<file path="src/rtl/cal_y_digit_entry_pkg.sv">
// Shared calendar-entry constants: FSM state encodings and BCD/year limits.
package cal_y_digit_entry_pkg;

    typedef enum logic {
        S_TENS = 1'b0,
        S_ONES = 1'b1
    } entry_state_e;

    localparam logic [3:0] BCD_MAX  = 4'd9;
    localparam logic [6:0] YEAR_MAX = 7'd99;

    function automatic logic is_bcd(input logic [3:0] d);
        return d <= BCD_MAX;
    endfunction

endpackage

</file>
<file path="src/rtl/cal_bcd2bin.sv">
// Two-digit BCD to binary: bin = tens*10 + ones, shared by year/month/day entry.
module cal_bcd2bin (
    input  logic [3:0] tens,
    input  logic [3:0] ones,
    output logic [6:0] bin
);

    logic [6:0] tens_w;

    // tens*10 as tens*8 + tens*2; inputs are pre-validated so 7 bits never overflow
    assign tens_w = {3'b000, tens};
    assign bin    = (tens_w << 3) + (tens_w << 1) + {3'b000, ones};

endmodule

</file>
<file path="src/rtl/cal_y_digit_entry.sv">
// Two-digit year entry FSM: tens strobe then ones strobe, committed as a binary year.
// Optional partial-entry timeout enabled by defining CAL_Y_ENTRY_TIMEOUT_EN.
module cal_y_digit_entry
    import cal_y_digit_entry_pkg::*;
#(
    parameter int unsigned TIMEOUT_CYCLES = 50000000,
    parameter int unsigned CNT_W          = 26
) (
    input  logic       CLK,
    input  logic       RESETN,
    input  logic [3:0] DIGIT_IN,
    input  logic       DIGIT_STB,
    input  logic       CLEAR,
    output logic [6:0] NUMBER,
    output logic       NUM_VALID,
    output logic       ERR,
    output logic       BUSY,
    output logic [3:0] TENS_DISP,
    output logic [3:0] ONES_DISP
);

    entry_state_e state_q, state_d;
    logic [6:0]   number_q, number_d;
    logic         num_valid_q, num_valid_d;
    logic         err_q, err_d;
    logic         busy_q, busy_d;
    logic [3:0]   tens_q, tens_d;
    logic [3:0]   ones_q, ones_d;
    logic [6:0]   year_bin;
    logic         digit_ok;

`ifdef CAL_Y_ENTRY_TIMEOUT_EN
    logic [CNT_W-1:0] cnt_q, cnt_d;
`endif

    cal_bcd2bin u_bcd2bin (
        .tens (tens_q),
        .ones (DIGIT_IN),
        .bin  (year_bin)
    );

    assign digit_ok = is_bcd(DIGIT_IN);

    always_comb begin
        state_d     = state_q;
        number_d    = number_q;
        num_valid_d = 1'b0;
        err_d       = 1'b0;
        busy_d      = busy_q;
        tens_d      = tens_q;
        ones_d      = ones_q;
`ifdef CAL_Y_ENTRY_TIMEOUT_EN
        cnt_d       = cnt_q;
`endif
        if (CLEAR) begin
            state_d = S_TENS;
            busy_d  = 1'b0;
            tens_d  = 4'd0;
`ifdef CAL_Y_ENTRY_TIMEOUT_EN
            cnt_d   = '0;
`endif
        end else begin
            unique case (state_q)
                S_TENS: begin
`ifdef CAL_Y_ENTRY_TIMEOUT_EN
                    cnt_d = '0;
`endif
                    if (DIGIT_STB) begin
                        if (digit_ok) begin
                            tens_d  = DIGIT_IN;
                            busy_d  = 1'b1;
                            state_d = S_ONES;
                        end else begin
                            err_d = 1'b1;
                        end
                    end
                end
                S_ONES: begin
                    if (DIGIT_STB) begin
`ifdef CAL_Y_ENTRY_TIMEOUT_EN
                        cnt_d = '0;
`endif
                        if (digit_ok) begin
                            number_d    = year_bin;
                            ones_d      = DIGIT_IN;
                            num_valid_d = 1'b1;
                            busy_d      = 1'b0;
                            state_d     = S_TENS;
                        end else begin
                            err_d = 1'b1;
                        end
                    end
`ifdef CAL_Y_ENTRY_TIMEOUT_EN
                    else if (cnt_q == CNT_W'(TIMEOUT_CYCLES - 1)) begin
                        state_d = S_TENS;
                        busy_d  = 1'b0;
                        tens_d  = 4'd0;
                        err_d   = 1'b1;
                        cnt_d   = '0;
                    end else begin
                        cnt_d = cnt_q + 1'b1;
                    end
`endif
                end
                default: state_d = S_TENS;
            endcase
        end
    end

    always_ff @(posedge CLK) begin
        if (!RESETN) begin
            state_q     <= S_TENS;
            number_q    <= 7'd0;
            num_valid_q <= 1'b0;
            err_q       <= 1'b0;
            busy_q      <= 1'b0;
            tens_q      <= 4'd0;
            ones_q      <= 4'd0;
`ifdef CAL_Y_ENTRY_TIMEOUT_EN
            cnt_q       <= '0;
`endif
        end else begin
            state_q     <= state_d;
            number_q    <= number_d;
            num_valid_q <= num_valid_d;
            err_q       <= err_d;
            busy_q      <= busy_d;
            tens_q      <= tens_d;
            ones_q      <= ones_d;
`ifdef CAL_Y_ENTRY_TIMEOUT_EN
            cnt_q       <= cnt_d;
`endif
        end
    end

    assign NUMBER    = number_q;
    assign NUM_VALID = num_valid_q;
    assign ERR       = err_q;
    assign BUSY      = busy_q;
    assign TENS_DISP = tens_q;
    assign ONES_DISP = ones_q;

endmodule

</file>
<file path="config.mk">
export PLATFORM = sky130hd
export DESIGN_NAME = cal_y_digit_entry
export DESIGN_NICKNAME = d
export VERILOG_FILES = /design/src/rtl/cal_y_digit_entry_pkg.sv /design/src/rtl/cal_bcd2bin.sv /design/src/rtl/cal_y_digit_entry.sv
export SDC_FILE = /design/constraint.sdc
export NUM_CORES = 1
export LEC_CHECK = 0
export ABC_AREA = 1
export CORE_UTILIZATION = 47
export CTS_CLUSTER_SIZE = 30
export DETAILED_ROUTE_END_ITERATION = 6
export PLACE_DENSITY = 0.81
export SYNTH_ARGS = -nofsm -noshare
export SYNTH_HDL_FRONTEND = slang
export SYNTH_SLANG_ARGS = --single-unit
</file>
<file path="constraint.sdc">
create_clock -name CLK -period 2.7 [get_ports CLK]
set_input_delay 0.54 -clock CLK [delete_from_list [all_inputs] [get_ports CLK]]
set_output_delay 0.54 -clock CLK [all_outputs]
set_load 0.02 [all_outputs]
</file>
==> flow_metrics.env <==
export IMPL_status="complete, no violations"
export IMPL_crit_slowest_cell="fa_1"
export IMPL_synth_common_cells="nand2_1 (25), dfxtp_1 (18), inv_1 (15)"
export IMPL_synth_edf_count=0
export IMPL_clk_pin_slew_worst_paths_ns=0.09
export IMPL_viasPerCell=4.80
export IMPL_cp_start_kind="input port"
export IMPL_worst_slack_ns=0.271
export IMPL_cts_root_buf="clkbuf_4"
export IMPL_endpoint_kind="flip-flop"
export IMPL_min_period_ns=2.43
export IMPL_tightest_slew_ns=0.392
export IMPL_hp_class="reg -> reg"
export IMPL_grt_usage_pct=19.3
export IMPL_drv_slew=0
export IMPL_powerDensity_mw_per_mm2=379
export IMPL_fin_worst_skew_ns=0.000431
export IMPL_cts_tree="built"
export IMPL_yosys_warnings=0
export IMPL_slew_headroom_pct=73.9
export IMPL_yosysUniqueCellTypes=23
export IMPL_grt_max_degree=14
export IMPL_nFillCells=195
export IMPL_portBuffers=25
export IMPL_gp_congestion=0.809
export IMPL_antennaDiodeCount=0
export IMPL_wl_mm=1.91
export IMPL_first_iter_violations=15
export IMPL_core_mm2=0.00196
export IMPL_ys_flop_type="dfxtp_1"
export IMPL_path_buf_inv=3
export IMPL_final_hold_violation_count=0
export IMPL_antenna_found_initial=0
export IMPL_ys_seq_elements=18
export IMPL_clk_latency_ns=0.29
export IMPL_die_y_um=47.6
export IMPL_post_cts_buffers=0
export IMPL_cp_required_ns=2.89
export IMPL_cts_hold_buf=0
export IMPL_syn_nets=140
export IMPL_dp_slack_ns=-0.0300
export IMPL_std_cell_rows=16
export IMPL_finalNetCount=168
export IMPL_crit_type="in -> reg"
export IMPL_period_share_pct=90.0
export IMPL_fp_dieW_um=47.6
export IMPL_htree_num_levels=1
export IMPL_setup_tns_ns=0
export IMPL_dpl_hpwl_mm=1.53
export IMPL_drive_gt1_share_pct=8.72
export IMPL_cts_made_buffers=3
export IMPL_clock_sinks=18
export IMPL_firstDrtPassIters=4
export IMPL_drv_cap=0
export IMPL_max_stage_delay_ns=0.52
export IMPL_dp_cells=173
export IMPL_setup_viol=0
export IMPL_first_global_vias=709
export IMPL_ir_drop_mv=0.293
export IMPL_clockBufferDepth=2
export IMPL_fmax_mhz=412
export IMPL_ys_async_sr_fraction_pct=0
export IMPL_cts_resized=0
export IMPL_yosys_area_top_type="dfxtp_1"
export IMPL_yosysMostFrequentCell="nand2_1"
export IMPL_yosys_area_top_type_share_pct=36.9
export IMPL_wl_per_cell_um=10.9
export IMPL_grt_pass1_wl_mm=2.93
export IMPL_synth_seq_area_share_pct=36.9
export IMPL_initial_core_util_pct=49.7
export IMPL_area_delta_synth_final_pct=30.0
export IMPL_die_area_mm2=0.00226
export IMPL_crit_fanout=3
export IMPL_globalRoute_totalOverflow=0
export IMPL_synthesis_area_um2=976
export IMPL_grt_setup_unrepaired="no"
export IMPL_route_detailed_drc=0
export IMPL_crit_family="adder cells"
export IMPL_route_vias_total=844
export IMPL_p_leak_uw=0.000549
export IMPL_critPathArrivalTime_ns=2.62
export IMPL_netlist_instances=123
export IMPL_final_cell_count_no_fill=176
export IMPL_netlist_top_cells_area="dfxtp_1 (37%), nand2_1 (9.6%), ha_1 (9.0%)"
export IMPL_avgSynthCellArea_um2=7.93
export IMPL_path_cells="clkdlybuf4s50_1 > inv_1 > fa_1 > inv_1 > fa_1 > or2_2 > a21oi_1 > nor2_1"
export IMPL_fin_area_mm2=0.00127
export IMPL_ios=26
export IMPL_ant_nets=0
export IMPL_dpl_cell_area_mm2=0.00125
-- stage by stage --
step | total power (uW) | hold WS [ns] | util (%)
after global routing | 511 | 0.488 | 64.7
after global placement | 357 | 0.452 | 63.5
after CTS | 488 | 0.469 | 64.7
final | 481 | 0.467 | 64.7
after detailed placement | 359 | 0.454 | 63.5
after floorplan | 326 | 0.535 | -
-- logic make-up (layout without fill, tap and decap cells) --
logic type	after synthesis	count (layout)	share of synthesized area, %
adders and majority gates	9	9	13.1
DFF	18	18	36.9
buffers and inverters	21	47	9.87
AOI/OAI and AO/OA	15	15	10.6
and+or+nand+nor	60	60	29.5
-- worst reg2reg max path, cell delays in order, from the launching register on --
cell and delay [ns]:
dfxtp_1 0.39, inv_1 0.07, fa_1 0.49, inv_1 0.07, fa_1 0.44, or2_2 0.31, a21oi_1 0.14, nor2_1 0.05
-- state kept, by name, indices dropped and copies added, names as in the netlist --
name,cells
ERR,1
ONES_DISP,3
state_q,1
TENS_DISP,4
NUM_VALID,1
NUMBER,7
BUSY,1
-- final timing paths --
kind           startpoint   endpoint  slack, ns  cells after the start
max           DIGIT_IN[3]  NUMBER[4]       0.27                      8
min             NUMBER[3]  NUMBER[3]       0.47                      2
min reg2reg     NUMBER[3]  NUMBER[3]       0.47                      2
max reg2reg  TENS_DISP[0]  NUMBER[4]       0.63                      7
-- power by group --
part | leakage (uW) | switching (uW) | internal [uW] | total [uW]
sequential | 0.000146 | 4.76 | 270 | 275
clock | 0.0000138 | 76.4 | 51.9 | 128
combinational | 0.000390 | 42.8 | 35.4 | 78.2
total | 0.000549 | 124 | 357 | 481
-- metal layers --
metal	vias to the layer above	GRT usage [%]	share of wire (%)
met5	-	0	0
met4	0	10.0	2.6
met3	4	4.91	4.1
met2	19	32.1	48
met1	367	22.9	45
li1	454	-	-
-- placed cells by master (no fill, tap or decap), drive strengths merged --
cell type	synthesis	final
a21oi	6	6
nor3	1	1
ha	7	7
nand2	26	26
inv	16	16
nand3	10	10
clkdlybuf4s50	0	25
o21ai	2	2
nor2	14	14
fa	2	2
dfxtp	18	18
buf	5	3
a21boi	7	7
nand4	8	8
clkbuf	0	3
or2	1	1
-- layout make-up --
type / count / area (um^2) / area share, %
Sequential cell: 18 / 360 / 28.4
Clock buffer: 3 / 22.5 / 1.78
Timing Repair Buffer: 28 / 273 / 21.5
Inverter: 16 / 60.1 / 4.73
Tap cell: 27 / 33.8 / 2.66
Multi-Input combinational cell: 84 / 519 / 40.9
Power figures use the tool's default switching activity.
==> patch: new RTL, config.mk and constraints unchanged <==
Change the package constant `BCD_MAX` from 4'd9 to 4'd8.
--- a/src/rtl/cal_y_digit_entry_pkg.sv
+++ b/src/rtl/cal_y_digit_entry_pkg.sv
@@ -6,7 +6,7 @@
         S_ONES = 1'b1
     } entry_state_e;
 
-    localparam logic [3:0] BCD_MAX  = 4'd9;
+    localparam logic [3:0] BCD_MAX  = 4'd8;
     localparam logic [6:0] YEAR_MAX = 7'd99;
 
     function automatic logic is_bcd(input logic [3:0] d);
Check against the original RTL: not equivalent (a bounded check fails within 4 cycles, from zero or initial values and one cycle with RESETN low).
==> patch against the unedited design <==
First-iteration DRC count grew 33%; setup slack better by 0.15 ns; final area increased by 8.4%; sequential share of layout area down 2.2 points; clock power up 31%; wire length grew 12%; largest cell class unchanged; synthesized area grew 9.4%; die area up 8.9%; maximum frequency rose by 6.6%; power rose by 8.5%; sequential cell count unchanged.
==> patch: results (changes against the unedited design) <==
set qor(run_status) {completed}
set qor(gp_congestion) 0.818 ;# +1.2%
set qor(postRouteWirelength_um) 2130 ;# +12%
set qor(dpl_worst_slack_ns) 0.0816 ;# +0.112 ns
set qor(met3_usage) 0.0340 ;# -0.0151
set qor(register_area_share_after_synthesis) 0.338 ;# -0.0316
set qor(timing.rr.end) {NUMBER[6]}
set qor(via_count_of_the_first_global_routing_pass) 919 ;# +30%
set qor(slack_of_the_worst_reg_to_reg_path_ns) 0.75 ;# +0.12 ns
set qor(min_delay_worst_endpoint) {ONES_DISP[3]}
set qor(syn_nets) 172 ;# +23%
set qor(routedLengthMet1_um) 897 ;# +3.8%
set qor(synth_compound_gate_area_share) 0.0375 ;# -0.0689
set qor(worstPathMaxFanout) 2 ;# -1
set qor(dr.first_iter.drc_count) 20 ;# +5
set qor(worst-endpoint-arrival_ns) 2.49 ;# -0.13 ns
set qor(grtUsageMet2) 0.367 ;# +0.0466
set qor(postPlaceCellArea_um2) 1340 ;# +7.4%
set qor(grt_max_degree) 16 ;# +2
set qor(power_report.internal_total_uw) 386 ;# +7.9%
set qor(drive_above_1_share) 0.0659 ;# -0.0213
set qor(final.fill_count) 182 ;# -6.7%
set qor(static_leakage_uw) 0.000671 ;# +22%
set qor(met2RoutedLength_um) 1130 ;# +23%
set qor(wire_length_of_the_first_global_routing_pass_um) 3780 ;# +29%
set qor(powerDensity_nw_per_um2) 380 ;# about the same
set qor(route.detailed.wl_per_inst_um) 10.2 ;# -6.1%
set qor(worst_r2r_path_depth) 9 ;# +2
set qor(netlist_top_cells_area) {dfxtp_1 (34%), nand2_1 (14%), inv_1 (13%), ha_1 (8.2%), nor2_1 (5.3%)}
-- patch: worst register-to-register path: stages (launching register included) --
cell and delay, ns:
dfxtp_1 0.41, inv_1 0.08, fa_1 0.50, fa_1 0.43
inv_1 0.09, nand3_1 0.09, nand3_1 0.10, nand2_1 0.05
nor2_1 0.08, nor2_1 0.04
-- patch: cells by family (layout without fill, tap and decap cells) --
family | count (synthesis) | after routing
simple gates | 77 | 77
buf+inv | 43 | 70
flops | 18 | 18
fa+ha+maj | 9 | 9
compound gates | 8 | 8
-- patch: final cells by class --
cell class / instances / area (um2) / area share
Clock buffer: 4 / 36.3 / 0.0264
Inverter: 39 / 146 / 0.106
Multi-Input combinational cell: 94 / 533 / 0.388
Sequential cell: 18 / 360 / 0.262
Tap cell: 27 / 33.8 / 0.0246
Timing Repair Buffer: 27 / 265 / 0.193
